$ cat src/rtl/ps2_defs.sv
//==============================================================================
// Module : ps2_defs
// Brief  : Shared PS/2 mouse command/response codes and host sequencer encodings.
// Rev    : 1.0 - initial release
//==============================================================================
`default_nettype none

package ps2_defs;

    localparam logic [7:0] CMD_RESET    = 8'hFF;
    localparam logic [7:0] CMD_ENABLE   = 8'hF4;
    localparam logic [7:0] RSP_ACK      = 8'hFA;
    localparam logic [7:0] RSP_RESEND   = 8'hFE;
    localparam logic [7:0] RSP_BAT_OK   = 8'hAA;
    localparam logic [7:0] RSP_BAT_FAIL = 8'hFC;
    localparam logic [7:0] DEV_ID_MOUSE = 8'h00;

    typedef enum logic [3:0] {
        ST_IDLE     = 4'd0,
        ST_SEND_RST = 4'd1,
        ST_ACK_RST  = 4'd2,
        ST_BAT      = 4'd3,
        ST_DEV_ID   = 4'd4,
        ST_SEND_EN  = 4'd5,
        ST_ACK_EN   = 4'd6,
        ST_STREAM   = 4'd7,
        ST_ERR      = 4'd8
    } state_t;

    // Handshake with the serial sender inside the SEND_* states.
    typedef enum logic [1:0] {
        PH_REQ  = 2'd0,
        PH_RISE = 2'd1,
        PH_FALL = 2'd2
    } tx_phase_t;

endpackage

`default_nettype wire

$ cat src/rtl/ps2_frame_decode.sv
//==============================================================================
// Module : ps2_frame_decode
// Brief  : Combinational 11-bit PS/2 frame check/unpack and 10-bit tx word build.
// Rev    : 1.0 - initial release
//==============================================================================
`default_nettype none

module ps2_frame_decode (
    input  logic [10:0] i_rx_word,
    input  logic [7:0]  i_tx_byte,
    output logic [7:0]  o_rx_byte,
    output logic        o_rx_ok,
    output logic [9:0]  o_tx_bits
);

    // Data travels LSB first, so d0 sits at the high index of the frame.
    always_comb begin
        o_rx_byte = '0;
        o_tx_bits = '0;
        for (int i = 0; i < 8; i++) begin
            o_rx_byte[i]     = i_rx_word[9 - i];
            o_tx_bits[9 - i] = i_tx_byte[i];
        end
        o_tx_bits[1] = ~^i_tx_byte;
        o_tx_bits[0] = 1'b1;
    end

    assign o_rx_ok = ~i_rx_word[10] & i_rx_word[0] & (^i_rx_word[9:1]);

endmodule

`default_nettype wire

$ cat src/rtl/ps2_mouse_host_ctrl.sv
//==============================================================================
// Module : ps2_mouse_host_ctrl
// Brief  : PS/2 mouse host sequencer: reset/enable init with retries, then
//          3-byte stream packet assembly.
// Rev    : 1.0 - initial release
//==============================================================================
`default_nettype none

module ps2_mouse_host_ctrl
    import ps2_defs::*;
#(
    parameter int ACK_TIMEOUT = 2_000_000,
    parameter int BAT_TIMEOUT = 100_000_000,
    parameter int MAX_RETRY   = 3
) (
    input  logic        ck,
    input  logic        reset,
    input  logic        start,
    input  logic        rx_word_ready,
    input  logic [10:0] rx_word,
    input  logic        tx_busy,
    output logic        tx_send,
    output logic [9:0]  tx_word,
    output logic        ready,
    output logic        error,
    output logic        frame_err,
    output logic        pkt_valid,
    output logic [23:0] pkt
);

    localparam logic [26:0] c_ACK_LIM   = 27'(ACK_TIMEOUT - 1);
    localparam logic [26:0] c_BAT_LIM   = 27'(BAT_TIMEOUT - 1);
    localparam logic [26:0] c_TIMER_MAX = '1;
    localparam logic [2:0]  c_MAX_RETRY = 3'(MAX_RETRY);

    state_t      r_state, w_state_nxt;
    tx_phase_t   r_phase, w_phase_nxt;
    logic [26:0] r_timer, w_timer_nxt;
    logic [1:0]  r_retry, w_retry_nxt;
    logic [1:0]  r_idx, w_idx_nxt;
    logic [7:0]  r_b0, w_b0_nxt;
    logic [7:0]  r_b1, w_b1_nxt;
    logic        r_rdy_d, r_rx_evt;
    logic [10:0] r_rx_word;
    logic        r_tx_send, w_tx_send_nxt;
    logic [9:0]  r_tx_word, w_tx_word_nxt;
    logic        r_ready, w_ready_nxt;
    logic        r_error, w_error_nxt;
    logic        r_frame_err, w_frame_err_nxt;
    logic        r_pkt_valid, w_pkt_valid_nxt;
    logic [23:0] r_pkt, w_pkt_nxt;

    logic [7:0]  w_rx_byte;
    logic        w_rx_ok, w_rx_good, w_rx_bad;
    logic [7:0]  w_cmd;
    logic [9:0]  w_tx_bits;
    logic        w_ack_to, w_bat_to, w_retry_ok;

    assign w_cmd = (r_state == ST_SEND_EN) ? CMD_ENABLE : CMD_RESET;

    ps2_frame_decode u_decode (
        .i_rx_word (r_rx_word),
        .i_tx_byte (w_cmd),
        .o_rx_byte (w_rx_byte),
        .o_rx_ok   (w_rx_ok),
        .o_tx_bits (w_tx_bits)
    );

    assign w_rx_good  = r_rx_evt & w_rx_ok;
    assign w_rx_bad   = r_rx_evt & ~w_rx_ok;
    assign w_ack_to   = (r_timer >= c_ACK_LIM);
    assign w_bat_to   = (r_timer >= c_BAT_LIM);
    assign w_retry_ok = (({1'b0, r_retry} + 3'd1) < c_MAX_RETRY);

    always_comb begin
        w_state_nxt     = r_state;
        w_phase_nxt     = r_phase;
        w_retry_nxt     = r_retry;
        w_idx_nxt       = r_idx;
        w_b0_nxt        = r_b0;
        w_b1_nxt        = r_b1;
        w_tx_send_nxt   = 1'b0;
        w_tx_word_nxt   = r_tx_word;
        w_ready_nxt     = r_ready;
        w_error_nxt     = r_error;
        w_frame_err_nxt = 1'b0;
        w_pkt_valid_nxt = 1'b0;
        w_pkt_nxt       = r_pkt;

        // A start pulse overrides everything, including a byte arriving this cycle.
        if (start) begin
            w_state_nxt = ST_SEND_RST;
            w_phase_nxt = PH_REQ;
            w_retry_nxt = '0;
            w_idx_nxt   = '0;
            w_ready_nxt = 1'b0;
            w_error_nxt = 1'b0;
        end else begin
            w_frame_err_nxt = w_rx_bad;
            case (r_state)
                ST_IDLE, ST_ERR: ;
                ST_SEND_RST, ST_SEND_EN: begin
                    case (r_phase)
                        PH_REQ: begin
                            if (!tx_busy) begin
                                w_tx_send_nxt = 1'b1;
                                w_tx_word_nxt = w_tx_bits;
                                w_phase_nxt   = PH_RISE;
                            end
                        end
                        PH_RISE: if (tx_busy) w_phase_nxt = PH_FALL;
                        PH_FALL: begin
                            if (!tx_busy)
                                w_state_nxt = (r_state == ST_SEND_RST) ? ST_ACK_RST : ST_ACK_EN;
                        end
                        default: w_phase_nxt = PH_REQ;
                    endcase
                end
                ST_ACK_RST, ST_ACK_EN: begin
                    if (w_rx_good && w_rx_byte == RSP_ACK) begin
                        if (r_state == ST_ACK_RST) begin
                            w_state_nxt = ST_BAT;
                        end else begin
                            w_state_nxt = ST_STREAM;
                            w_ready_nxt = 1'b1;
                        end
                    end else if ((w_rx_good && (w_rx_byte == RSP_RESEND || w_rx_byte != RSP_ACK))
                                 || w_ack_to) begin
                        w_retry_nxt = r_retry + 2'd1;
                        if (w_retry_ok)
                            w_state_nxt = (r_state == ST_ACK_RST) ? ST_SEND_RST : ST_SEND_EN;
                        else
                            w_state_nxt = ST_ERR;
                    end
                end
                ST_BAT: begin
                    if (w_rx_good && w_rx_byte == RSP_BAT_OK)
                        w_state_nxt = ST_DEV_ID;
                    else if ((w_rx_good && w_rx_byte == RSP_BAT_FAIL) || w_bat_to)
                        w_state_nxt = ST_ERR;
                end
                ST_DEV_ID: begin
                    if (w_rx_good && w_rx_byte == DEV_ID_MOUSE) begin
                        w_state_nxt = ST_SEND_EN;
                        w_retry_nxt = '0;
                    end else if (w_bat_to) begin
                        w_state_nxt = ST_ERR;
                    end
                end
                ST_STREAM: begin
                    if (w_rx_bad) begin
                        w_idx_nxt = '0;
                    end else if (w_rx_good) begin
                        case (r_idx)
                            2'd0: begin
                                // Bit 3 is always set in a first byte; anything else is a resync.
                                if (w_rx_byte[3]) begin
                                    w_b0_nxt  = w_rx_byte;
                                    w_idx_nxt = 2'd1;
                                end
                            end
                            2'd1: begin
                                w_b1_nxt  = w_rx_byte;
                                w_idx_nxt = 2'd2;
                            end
                            default: begin
                                w_pkt_nxt       = {r_b0, r_b1, w_rx_byte};
                                w_pkt_valid_nxt = 1'b1;
                                w_idx_nxt       = 2'd0;
                            end
                        endcase
                    end
                end
                default: w_state_nxt = ST_IDLE;
            endcase
        end

        if (w_state_nxt != r_state)
            w_phase_nxt = PH_REQ;
        if (w_state_nxt == ST_ERR)
            w_error_nxt = 1'b1;

        if (start || (w_state_nxt != r_state))
            w_timer_nxt = '0;
        else if (r_timer == c_TIMER_MAX)
            w_timer_nxt = r_timer;
        else
            w_timer_nxt = r_timer + 27'd1;
    end

    always_ff @(posedge ck or posedge reset) begin
        if (reset) begin
            r_state     <= ST_IDLE;
            r_phase     <= PH_REQ;
            r_timer     <= '0;
            r_retry     <= '0;
            r_idx       <= '0;
            r_b0        <= '0;
            r_b1        <= '0;
            r_rdy_d     <= 1'b0;
            r_rx_evt    <= 1'b0;
            r_rx_word   <= '0;
            r_tx_send   <= 1'b0;
            r_tx_word   <= '0;
            r_ready     <= 1'b0;
            r_error     <= 1'b0;
            r_frame_err <= 1'b0;
            r_pkt_valid <= 1'b0;
            r_pkt       <= '0;
        end else begin
            r_rdy_d  <= rx_word_ready;
            r_rx_evt <= rx_word_ready & ~r_rdy_d;
            if (rx_word_ready && !r_rdy_d)
                r_rx_word <= rx_word;
            r_state     <= w_state_nxt;
            r_phase     <= w_phase_nxt;
            r_timer     <= w_timer_nxt;
            r_retry     <= w_retry_nxt;
            r_idx       <= w_idx_nxt;
            r_b0        <= w_b0_nxt;
            r_b1        <= w_b1_nxt;
            r_tx_send   <= w_tx_send_nxt;
            r_tx_word   <= w_tx_word_nxt;
            r_ready     <= w_ready_nxt;
            r_error     <= w_error_nxt;
            r_frame_err <= w_frame_err_nxt;
            r_pkt_valid <= w_pkt_valid_nxt;
            r_pkt       <= w_pkt_nxt;
        end
    end

    assign tx_send   = r_tx_send;
    assign tx_word   = r_tx_word;
    assign ready     = r_ready;
    assign error     = r_error;
    assign frame_err = r_frame_err;
    assign pkt_valid = r_pkt_valid;
    assign pkt       = r_pkt;

endmodule

`default_nettype wire

$ cat config.mk
export PLATFORM = sky130hd
export DESIGN_NAME = ps2_mouse_host_ctrl
export DESIGN_NICKNAME = d
export VERILOG_FILES = /design/src/rtl/ps2_defs.sv /design/src/rtl/ps2_frame_decode.sv /design/src/rtl/ps2_mouse_host_ctrl.sv
export SDC_FILE = /design/constraint.sdc
export NUM_CORES = 1
export LEC_CHECK = 0
export ABC_AREA = 1
export BUFFER_PORTS_ARGS = -buffer_cell sky130_fd_sc_hd__buf_4
export CAP_MARGIN = 0
export CORE_ASPECT_RATIO = 0.5
export CORE_MARGIN = 8
export CORE_UTILIZATION = 47
export CTS_BUF_LIST = sky130_fd_sc_hd__clkbuf_8
export DETAILED_ROUTE_END_ITERATION = 12
export GPL_TIMING_DRIVEN = 1
export PLACE_DENSITY = 0.73
export SKIP_LAST_GASP = 1
export SLEW_MARGIN = 5
export SYNTH_ARGS = -nofsm -noshare
export SYNTH_HDL_FRONTEND = slang
export SYNTH_SLANG_ARGS = --single-unit
$ cat constraint.sdc
create_clock -name ck -period 2.8 [get_ports ck]
set_clock_uncertainty 0.1 [all_clocks]
set_input_delay 0.28 -clock ck [delete_from_list [all_inputs] [get_ports ck]]
set_output_delay 0.28 -clock ck [all_outputs]
set_load 0.03 [all_outputs]
==> results of run 1 <==
## worst max path at each step
stage | endpoint | slack [ps] | depth (start not counted)
after CTS | r_timer[16] | 5 | 22
final | r_timer[16] | -1 | 19
after global placement | r_timer[25] | 100 | 17
after global routing | r_timer[16] | -190 | 23
after detailed placement | r_timer[25] | 4 | 17
after floorplan | r_timer[25] | 330 | 17
## registers in the layout, summed over array words and instances (netlist names)
signal / count
error: 1
frame_err: 1
pkt: 24
pkt_valid: 1
r_b0: 8
r_b1: 8
r_idx: 2
r_phase: 2
r_rdy_d: 1
r_retry: 2
r_rx_evt: 1
r_rx_word: 11
r_state: 4
r_timer: 27
ready: 1
tx_send: 1
tx_word: 2
## per-stage QoR
step | power, mW | cells | setup TNS (ps)
2_1_floorplan | 1.87 | 658 | 0
3_3_place_gp | 2.01 | 883 | 0
3_5_place_dp | 2.04 | 883 | 0
4_1_cts | 2.99 | 906 | 0
5_1_grt | 3.28 | 924 | -3760
6_report | 3.13 | 924 | -1.34
## cells in the mapped netlist (2+ instances only)
library cell	instances
buf_4	8
ha_1	3
nand2_2	8
nor2_2	2
xnor2_1	3
mux2_2	2
nor3_1	28
a211oi_1	5
clkbuf_1	7
dfrtp_1	97
inv_2	2
nand3_1	34
nor3_2	4
buf_6	4
a21oi_1	9
nor2_4	3
nand3_2	7
o21ai_0	47
nor2_1	67
inv_1	83
nand3b_1	2
nor4_1	6
nand2_1	185
nand4_1	22
xor2_1	6
a21oi_2	4
## power by group through the flow
| stage | Sequential [mW] | Clock [mW] | Combinational, mW |
|---|---|---|---|
| 3_5_place_dp | 1.53 | 0 | 0.508 |
| 2_1_floorplan | 1.53 | 0 | 0.337 |
| 3_3_place_gp | 1.53 | 0 | 0.485 |
| 5_1_grt | 1.52 | 1.02 | 0.741 |
| 6_report | 1.51 | 0.944 | 0.675 |
| 4_1_cts | 1.50 | 0.964 | 0.522 |
## metal layers
| layer | part of all wire | GRT usage | wire (um) | up-vias |
|---|---|---|---|---|
| met2 | 0.43 | 0.259 | 6270 | 226 |
| met4 | 0.010 | 0.0341 | 149 | 0 |
| met1 | 0.47 | 0.289 | 6890 | 2339 |
| li1 | - | - | - | 2348 |
| met5 | 0 | 0 | 0 | - |
| met3 | 0.092 | 0.0591 | 1360 | 18 |
## what timing repair did
item	in CTS	in global routing
gates resized for setup	2	75
setup endpoints to repair	4	35
pin swaps	0	21
gates cloned	0	2
hold endpoints to repair	38	0
hold buffers	7	0
buffers inserted	0	16
## area by class of cell
type	instances	share of cell area
Clock inverter	7	0.0121
Clock buffer	9	0.0187
Multi-Input combinational cell	456	0.373
Sequential cell	97	0.366
Timing Repair Buffer	125	0.153
Tap cell	145	0.0273
Inverter	85	0.0490
## kinds of logic after synthesis
group | synth area share
simple gates | 0.332
buf+inv | 0.0892
flops | 0.475
compound gates | 0.0762
xor+xnor | 0.0154
fa+ha+maj | 0.00735
mux | 0.00441
## critical path, delay by kind of cell (launching register included)
family	cells	cell delay (ps)
buffers and inverters	3	280
AND/OR/NAND/NOR	15	1790
AO/OA/AOI/OAI	1	120
flip-flops	1	410
==> out/metrics.yaml, run 1 <==
outcome: "finished, violations left"
violations_in_the_final_reports: "setup timing"
layout_min_cycle_time_ps: 2800
post_route_cells_drive_above_1_share: 0.286
power_frac_seq: 0.483
grt_util_all_layers: 0.191
synth_warnings: 0
hold_path_end: "r_rx_word[1]"
max-slew-margin-rel: 0.498
timing.hold.ws_ps: 11.8
antenna-diode-count: 0
synth_cell_types: 36
cell_internal_pwr_mw: 2.09
cp-startpoint: "r_timer[3]"
critical_path.endpoint_type: "flip-flop"
die_x_um: 163
sequential_element_share_of_the_synthesized_area: 0.475
critPathMostFrequentCell: "nand2_1"
ioPinCount: 55
crit_path_max_fanout: 14
period_share: 1.00
share_comb_of_total_power: 0.216
grt_pass1_wl_mm: 23.0
grt_setup_unrepaired: "true"
area.sequential_mm2: 0.00243
share_of_flip_flops_with_an_asynchronous_set_or_reset_after_synthesis: 1.00
final_critical_path_setup_slack_ps: -1.34
hold_depth: 3
number_of_fillers_in_the_final_layout: 905
dieHeight_um: 89.7
switching_share: 0.332
via_count: 4931
vias_in_the_first_global_route: 4599
postLayoutCellArea_mm2: 0.00664
clk_latency_ps: 380
grt_antenna_before_repair: 0
gp_congestion: 0.988
place_hpwl_mm: 10.2
htree_num_levels: 3
cts.reportedPaths.clkPinSlew_ps: 110
critical_path_required_ps: 2990
critical_path.reg2reg.endpoint: "r_timer[16]"
power.static_leakage_nw: 3.22
synthCells: 658
synth_top_area_share: 0.475
postRouteWirelength_mm: 14.7
detail_route.drc_violations: 0
numCtsBuffers: 9
crit_path_largest_cell_delay_ps: 410
synth.ff_latch_count: 97
hp-class: "in -> reg"
buffer_ports.inserted: 54
reg2reg_from: "r_timer[3]"
layout_commonest_cell: "nand2_1"
timing.reg2reg.worst_path_depth: 19
tritoncts_num_sinks: 97
netlist_top_cells_area: "dfrtp_1 48%, nand2_1 14%, inv_1 6.1%"
cp.arrival_ps: 2990
grt_start_max_net_pins: 52
floorplan.initialDensity: 0.474
post_synth_edffs: 0
placeableCoreArea_mm2: 0.0108
dr.first_iter.drc_count: 482
timing.critical_path.from_type: "flip-flop"
synth_area_mm2: 0.00511
clk_path_buf_depth: 2
commonest_cells_after_routing_fill_and_taps_aside: "171 x nand2_1, 112 x buf_4, 95 x dfrtp_1"
multi_input_comb_area_mm2: 0.00248
ir_drop_mv: 0.278
power_frac_clock: 0.302
syn_nets: 677
post_drt_via_cell_ratio: 5.34
yosysTopAreaCell: "dfrtp_1"
synthToLayoutAreaGrowth_pct: 30.0
row_count: 27
timing.max_cap.violations: 0
antenna_violating_nets_post_route: 0
tritoncts: "built"
setup_violating_endpoint_count_in_the_final_report: 1
max_clock_freq_mhz: 357
firstDrtPassIters: 5
final-hold-violation-count: 0
placed_area_mm2: 0.00593
report.final.slew_viol_count: 0
slew_worst_pin_ps: 752
num-nets-final: 793
power_density_mw_per_mm2: 472
synth.avg_cell_area_um2: 7.76
route.detailed.wl_per_inst_um: 15.9
hold_path_startpoint: "rx_word[1]"
critical_path_class: "reg -> reg"
critical_path.slowest_cell: "dfrtp_1"
floorplan.die_area_mm2: 0.0147
master_cell_of_the_clock_root_buffer: "clkbuf_8"
critical_path.cell_chain: "nand2_1 > nor3_1 > nand2_1 > nand2_1 > nand3_1 > nand3_2 > inv_1 > nand2_1 > nand3_1 > nand3_2 > nand2_2 > nand2_1 > nand2_1 > nor2_4 > nand3_4 > buf_12 > inv_2 > nand3_1 > o21ai_1"
fin_util: 0.616
post-place-ws_ps: 4.22
setup.reg_to_reg.worst_slack_ps: -1
yosys_most_used_dff: "dfrtp_1"
power.net_switching_mw: 1.04
grt_overflow_total: 0
Note: power is estimated with default switching activity, not from simulation.
==> run 2, diff against run 1 <==
--- a/config.mk
+++ b/config.mk
@@ -5,7 +5,6 @@
 export SDC_FILE = /design/constraint.sdc
 export NUM_CORES = 1
 export LEC_CHECK = 0
-export ABC_AREA = 1
 export BUFFER_PORTS_ARGS = -buffer_cell sky130_fd_sc_hd__buf_4
 export CAP_MARGIN = 0
 export CORE_ASPECT_RATIO = 0.5
==> run 2 against run 1 <==
  * The flow now finishes without violations
  * Non-clock buffer count shrank 45
  * Worst hold slack better by 16 ps
  * Count of clock-buffer cells in the layout unchanged
  * Critical path type unchanged
==> out/metrics.yaml, run 2 <==
commonest_cells_after_routing_fill_and_taps_aside: "97 x dfrtp_1, 75 x buf_4, 33 x mux2_2"  # was 171 x nand2_1, 112 x buf_4, 95 x dfrtp_1
ioPinCount: 55  # unchanged
yosysTopAreaCell: "dfrtp_1"  # unchanged
report.final.slew_viol_count: 0  # unchanged
grt_pass1_wl_mm: 17.6  # was 23.0 mm
clk_path_buf_depth: 2  # unchanged
synth.ff_latch_count: 97  # unchanged
tritoncts_num_sinks: 97  # unchanged
num-nets-final: 512  # was 793
share_comb_of_total_power: 0.151  # was 0.216
post_drt_via_cell_ratio: 5.52  # was 5.34
compound_cell_area_share_of_the_yosys_netlist: 0.0670  # was 0.0762
hp-class: "in -> reg"  # unchanged
postRouteWirelength_mm: 10.3  # was 14.7 mm
buffer_ports.inserted: 54  # unchanged
crit_path_max_fanout: 29  # was 14
dieHeight_um: 88.0  # was 89.7 um
tritoncts: "built"  # unchanged
critical_path.endpoint_type: "flip-flop"  # unchanged
synth_most_common_cell: "dfrtp_1"  # was nand2_1
sequential_element_share_of_the_synthesized_area: 0.498  # was 0.475
timing.max_cap.violations: 0  # unchanged
largest_reg_flops: 27  # unchanged
critical_path_required_ps: 2960  # was 2990 ps
via_count: 3524  # was 4,931
critical_path_class: "reg -> reg"  # unchanged
setup_violating_endpoint_count_in_the_final_report: 0  # was 1
vias_in_the_first_global_route: 3462  # was 4,599
floorplan.die_area_mm2: 0.0141  # was 0.0147 mm^2
placed_area_mm2: 0.00550  # was 0.00593 mm^2
grt_start_max_net_pins: 98  # was 52
final_layout_setup_total_negative_slack_ps: 0  # was -1.34 ps
clk_latency_ps: 380  # about the same
row_count: 26  # was 27
synth_warnings: 0  # unchanged
master_cell_of_the_clock_root_buffer: "clkbuf_8"  # unchanged
synth_cell_types: 63  # was 36
detail_route.drc_violations: 0  # unchanged
max-slew-margin-rel: 0.513  # was 0.498
power_frac_seq: 0.513  # was 0.483
antenna_violating_nets_post_route: 0  # unchanged
yosys_most_used_dff: "dfrtp_1"  # unchanged
slew_worst_pin_ps: 712  # was 752 ps
floorplan.initialDensity: 0.480  # was 0.474
grt_util_all_layers: 0.153  # was 0.191
switching_share: 0.289  # was 0.332
outcome: "completed"  # was finished, violations left
firstDrtPassIters: 4  # was 5
route.detailed.wl_per_inst_um: 16.1  # was 15.9 um
power.net_switching_mw: 0.847  # was 1.04 mW
synth.avg_cell_area_um2: 11.3  # was 7.76 um^2
power.static_leakage_nw: 2.57  # was 3.22 nW
power_density_mw_per_mm2: 509  # was 472 mW/mm^2
htree_num_levels: 3  # unchanged
final_critical_path_setup_slack_ps: 113  # was -1.34 ps
cp.arrival_ps: 2840  # was 2990 ps
post_synth_edffs: 0  # unchanged
numCtsBuffers: 9  # unchanged
fin_util: 0.567  # was 0.616
dr.first_iter.drc_count: 299  # was 482
synthTopCellsByCount: "97 x dfrtp_1, 33 x mux2_2, 29 x nor3_1"  # was 185 x nand2_1, 97 x dfrtp_1, 83 x inv_1
period_share: 0.960  # was 1.00
synth-xor-area-share: 0.0586  # was 0.0154
synth_top_family_by_area: "simple AND/OR/NAND/NOR gates"  # unchanged
post-place-ws_ps: 116  # was 4.22 ps
layout_commonest_cell: "dfrtp_1"  # was nand2_1
final-hold-violation-count: 0  # unchanged
syn_nets: 452  # was 677
grt_antenna_before_repair: 0  # unchanged
ir_drop_mv: 0.213  # was 0.278 mV
layout_min_cycle_time_ps: 2690  # was 2800 ps
synthCells: 433  # was 658
synth_area_mm2: 0.00487  # was 0.00511 mm^2
synthToLayoutAreaGrowth_pct: 18.1  # was 30.0%
synth-simple-area-share: 0.203  # was 0.332
post_route_cells_drive_above_1_share: 0.303  # was 0.286
synth_top_area_share: 0.498  # was 0.475
gp_congestion: 0.907  # was 0.988
share_of_flip_flops_with_an_asynchronous_set_or_reset_after_synthesis: 1.00  # unchanged
cts.reportedPaths.clkPinSlew_ps: 100  # was 110 ps
synth-adder-area-share: 0.00770  # was 0.00735
placeableCoreArea_mm2: 0.0101  # was 0.0108 mm^2
synth_mux_area_frac: 0.124  # was 0.00441
timing.critical_path.from_type: "flip-flop"  # unchanged
netlist_top_cells_area: "dfrtp_1 50%, mux2_2 7.6%, mux2_1 4.4%"  # was dfrtp_1 48%, nand2_1 14%, inv_1 6.1%
grt_setup_unrepaired: "false"  # was true
cell_internal_pwr_mw: 2.08  # was 2.09 mW
max_clock_freq_mhz: 372  # was 357 MHz
place_hpwl_mm: 7.23  # was 10.2 mm
power_frac_clock: 0.336  # was 0.302
postLayoutCellArea_mm2: 0.00575  # was 0.00664 mm^2
cts.repair_timing.setup_buffer_count: 0  # unchanged
antenna-diode-count: 0  # unchanged
die_x_um: 160  # was 163 um
grt_overflow_total: 0  # unchanged
registers.top_by_ff_count: "r_timer"  # unchanged
-- run 2: power groups by stage --
stage	combinational [mW]	clock [mW]	sequential [mW]
floorplan	0.322	0	1.52
global placement	0.433	0	1.53
CTS	0.443	1.01	1.50
detailed placement	0.440	0	1.53
global route	0.481	1.07	1.51
finish	0.441	0.983	1.50
-- run 2: logic make-up (layout without fill, tap and decap cells) --
| logic type | count (synthesis) | count (layout) |
|---|---|---|
| and+or+nand+nor | 166 | 166 |
| DFF | 97 | 97 |
| muxes | 54 | 54 |
| AOI/OAI and AO/OA | 46 | 46 |
| buffers and inverters | 36 | 101 |
| xor gates and xnor gates | 31 | 31 |
| adders and majority gates | 3 | 3 |
-- run 2: through the flow --
stage	total power, mW	hold WS (ps)	cells
final	2.93	27.8	638
after CTS	2.96	7.69	638
after floorplan	1.85	211	433
after global placement	1.96	297	620
after detailed placement	1.97	300	620
after global routing	3.06	9.00	638
-- run 2: worst paths after layout --
| path | startpoint | to | slack [ps] | depth (start not counted) |
|---|---|---|---|---|
| min in group asynchronous | reset | pkt[10] | 490 | 4 |
| setup / recovery | r_state[0] | r_timer[24] | 110 | 7 |
| max in group asynchronous | reset | r_timer[0] | 1720 | 4 |
| hold reg to reg | r_b0[3] | r_b0[3] | 380 | 1 |
| hold / removal | rx_word[3] | r_rx_word[3] | 30 | 2 |
| setup reg to reg | r_state[0] | r_timer[24] | 110 | 7 |
-- run 2: critical path, stage by stage (launching register included) --
cell and delay (ps):
dfrtp_1 480, or4b_1 570, nor4_2 500, a2111oi_0 190, a21oi_1 150, nand4b_1 120, buf_4 350, nor3_1 100
-- run 2: repair_timing --
item	in CTS	in global routing
resized for setup	0	3
setup endpoints to repair	0	25
hold buffers	2	0
hold endpoints to repair	98	0
-- run 2: metal layers --
metal | vias up | GRT usage | wire [um]
met4 | 0 | 0.0497 | 108
met3 | 9 | 0.0511 | 558
met5 | - | 0 | 0
met1 | 1745 | 0.195 | 4660
met2 | 79 | 0.244 | 4940
li1 | 1691 | - | -
-- run 2: final cells by class --
cell class	count	area, um^2
Inverter	5	22.5
Tap cell	140	175
Multi-Input combinational cell	300	2270
Timing Repair Buffer	80	643
Clock inverter	7	92.6
Sequential cell	97	2430
Clock buffer	9	124
Fill cell	906	4400
==> run 3, diff against run 2 <==
--- a/config.mk
+++ b/config.mk
@@ -5,15 +5,16 @@
 export SDC_FILE = /design/constraint.sdc
 export NUM_CORES = 1
 export LEC_CHECK = 0
+export ABC_AREA = 1
 export BUFFER_PORTS_ARGS = -buffer_cell sky130_fd_sc_hd__buf_4
 export CAP_MARGIN = 0
 export CORE_ASPECT_RATIO = 0.5
 export CORE_MARGIN = 8
-export CORE_UTILIZATION = 47
+export CORE_UTILIZATION = 50
 export CTS_BUF_LIST = sky130_fd_sc_hd__clkbuf_8
 export DETAILED_ROUTE_END_ITERATION = 12
 export GPL_TIMING_DRIVEN = 1
-export PLACE_DENSITY = 0.73
+export PLACE_DENSITY = 0.76
 export SKIP_LAST_GASP = 1
 export SLEW_MARGIN = 5
 export SYNTH_ARGS = -nofsm -noshare
==> run 3 against run 2 <==
  * Count of clock-buffer cells in the layout is the same
  * Highest routed layer unchanged
  * Routed wire length grew 26%
  * Sequential power is essentially flat
  * First-iteration DRC count grew 20%
  * Largest cell class unchanged
  * Critical path depth grew 8
  * Register-to-register slack lost 60 ps
  * Non-clock buffer count grew 31
==> out/metrics.yaml, run 3 (synthesis gave the netlist of run 1 again) <==
die_x_um: 159  # was 160 um
timing.hold.ws_ps: 13.7  # was 27.8 ps
row_count: 26  # unchanged
tritoncts: "built"  # unchanged
max-slew-margin-rel: 0.607  # was 0.513
largest_reg_flops: 27  # unchanged
critical_path.endpoint_type: "flip-flop"  # unchanged
power.static_leakage_nw: 3.11  # was 2.57 nW
critPathBufInv: 3  # was 1
outcome: "completed"  # unchanged
antenna_violating_nets_post_route: 0  # unchanged
critical_path_required_ps: 2990  # was 2960 ps
switching_share: 0.300  # was 0.289
post_drt_via_cell_ratio: 5.17  # was 5.52
place_hpwl_mm: 9.04  # was 7.23 mm
power.net_switching_mw: 0.952  # was 0.847 mW
dieHeight_um: 87.5  # was 88.0 um
setup.reg_to_reg.worst_slack_ps: 50  # was 110 ps
instances_no_fill: 905  # was 638
final-hold-violation-count: 0  # unchanged
slew_worst_pin_ps: 588  # was 712 ps
registers.top_by_ff_count: "r_timer"  # unchanged
power_frac_seq: 0.476  # was 0.513
hp-class: "in -> reg"  # unchanged
commonest_cells_after_routing_fill_and_taps_aside: "171 x nand2_1, 103 x buf_4, 93 x dfrtp_1"  # was 97 x dfrtp_1, 75 x buf_4, 33 x mux2_2
hold_depth: 3  # was 2
place.detailed.instances: 872  # was 620
cp.arrival_ps: 2930  # was 2840 ps
htree_num_levels: 3  # unchanged
tritoncts_num_sinks: 97  # unchanged
multi_input_comb_area_mm2: 0.00242  # was 0.00227 mm^2
via_count: 4677  # was 3,524
power_density_mw_per_mm2: 491  # was 509 mW/mm^2
antenna-diode-count: 0  # unchanged
cp_top_family: "simple AND/OR/NAND/NOR gates"  # unchanged
share_comb_of_total_power: 0.183  # was 0.151
ioPinCount: 55  # unchanged
grt_start_max_net_pins: 34  # was 98
p_total_mw: 3.17  # was 2.93 mW
layout_min_cycle_time_ps: 2750  # was 2690 ps
critical_path.reg2reg.endpoint: "r_timer[24]"  # unchanged
timing.max_cap.violations: 0  # unchanged
grt_setup_unrepaired: "true"  # was false
clk_latency_ps: 370  # was 380 ps
vias_in_the_first_global_route: 4373  # was 3,462
report.final.slew_viol_count: 0  # unchanged
final_critical_path_setup_slack_ps: 53.9  # was 113 ps
master_cell_of_the_clock_root_buffer: "clkbuf_8"  # unchanged
area.sequential_mm2: 0.00243  # about the same
crit_path_max_fanout: 8  # was 29
period_share: 0.981  # was 0.960
clk_path_buf_depth: 2  # unchanged
grt_overflow_total: 0  # unchanged
ir_drop_mv: 0.334  # was 0.213 mV
cts.reportedPaths.clkPinSlew_ps: 100  # about the same
crit_path_largest_cell_delay_ps: 440  # was 570 ps
floorplan.die_area_mm2: 0.0139  # was 0.0141 mm^2
reg2reg_from: "r_rx_word[7]"  # was r_state[0]
cell_internal_pwr_mw: 2.22  # was 2.08 mW
grt_util_all_layers: 0.181  # was 0.153
layout_commonest_cell: "nand2_1"  # was dfrtp_1
gp_congestion: 0.926  # was 0.907
buffer_ports.inserted: 54  # unchanged
hold_path_startpoint: "rx_word[5]"  # was rx_word[3]
number_of_fillers_in_the_final_layout: 873  # was 906
route.detailed.wl_per_inst_um: 14.3  # was 16.1 um
floorplan.initialDensity: 0.506  # was 0.480
critical_path.cell_chain: "buf_4 > inv_2 > nand4_1 > nor4_2 > nand3_2 > nand2_1 > nand2_1 > nand2_1 > nand2_2 > nand2_2 > nand2_2 > nor2_4 > nand3_4 > buf_8 > a211oi_2"  # was or4b_1 > nor4_2 > a2111oi_0 > a21oi_1 > nand4b_1 > buf_4 > nor3_1
timing.reg2reg.worst_path_depth: 15  # was 7
timing.critical_path.from_type: "flip-flop"  # unchanged
num-nets-final: 779  # was 512
firstDrtPassIters: 5  # was 4
hold_path_end: "r_rx_word[5]"  # was r_rx_word[3]
dr.first_iter.drc_count: 358  # was 299
postRouteWirelength_mm: 12.9  # was 10.3 mm
synthToLayoutAreaGrowth_pct: 26.7  # was 18.1%
setup_violating_endpoint_count_in_the_final_report: 0  # unchanged
post-place-ws_ps: -46.5  # was 116 ps
grt_antenna_before_repair: 0  # unchanged
critical_path.slowest_cell: "dfrtp_1"  # was or4b_1
detail_route.drc_violations: 0  # unchanged
placeableCoreArea_mm2: 0.0101  # about the same
max_clock_freq_mhz: 364  # was 372 MHz
numCtsBuffers: 9  # unchanged
critical_path_class: "reg -> reg"  # unchanged
grt_pass1_wl_mm: 20.8  # was 17.6 mm
power_frac_clock: 0.341  # was 0.336
post_route_cells_drive_above_1_share: 0.277  # was 0.303
## run 3: worst max-delay path by stage
| stage | start | to | cells past startpoint | slack (ps) |
|---|---|---|---|---|
| finish | r_rx_word[7] | r_timer[24] | 15 | 50 |
| global route | r_timer[17] | r_phase[0] | 19 | -130 |
| CTS | r_timer[16] | r_phase[0] | 19 | 20 |
| detailed placement | r_timer[16] | r_timer[25] | 17 | -50 |
| global placement | r_timer[16] | r_timer[1] | 17 | -30 |
| floorplan | r_timer[0] | r_timer[25] | 17 | 330 |
## run 3: worst min-delay path, delay by kind of cell
family | cells | cell delay [ps]
AO/OA/AOI/OAI | 1 | 60
buffers and inverters | 1 | 80
AND/OR/NAND/NOR | 1 | 40
## run 3: power groups by stage
stage / combinational (mW) / sequential [mW] / clock, mW
floorplan: 0.337 / 1.53 / 0
CTS: 0.510 / 1.51 / 1.10
detailed placement: 0.488 / 1.53 / 0
global route: 0.643 / 1.52 / 1.16
finish: 0.581 / 1.51 / 1.08
global placement: 0.478 / 1.53 / 0
## run 3: timing repair
action,4_1_cts,5_1_grt
hold endpoints to repair,25,0
hold buffers,3,0
pin swaps,0,19
setup endpoints to repair,14,29
gates resized for setup,1,65
buffers inserted,3,11
## run 3: through the flow
step / cell area [um^2] / TNS, ps / utilization
after floorplan: 5110 / 0 / -
after global placement: 5870 / -155 / 0.582
after detailed placement: 5870 / -243 / 0.582
after CTS: 6170 / 0 / 0.612
after global routing: 6470 / -1930 / 0.641
final: 6470 / 0 / 0.641
## run 3: final cells by class
class,count,area share
Clock inverter,7,0.0188
Multi-Input combinational cell,456,0.374
Sequential cell,97,0.376
Tap cell,140,0.0271
Inverter,85,0.0499
Clock buffer,9,0.0191
Timing Repair Buffer,111,0.135
## run 3: per-layer routing
layer | wire [um] | GRT usage | vias to the layer above
met5 | 0 | 0 | -
met1 | 5950 | 0.232 | 2179
li1 | - | - | 2330
met2 | 6040 | 0.305 | 148
met3 | 737 | 0.0420 | 20
met4 | 180 | 0.0518 | 0
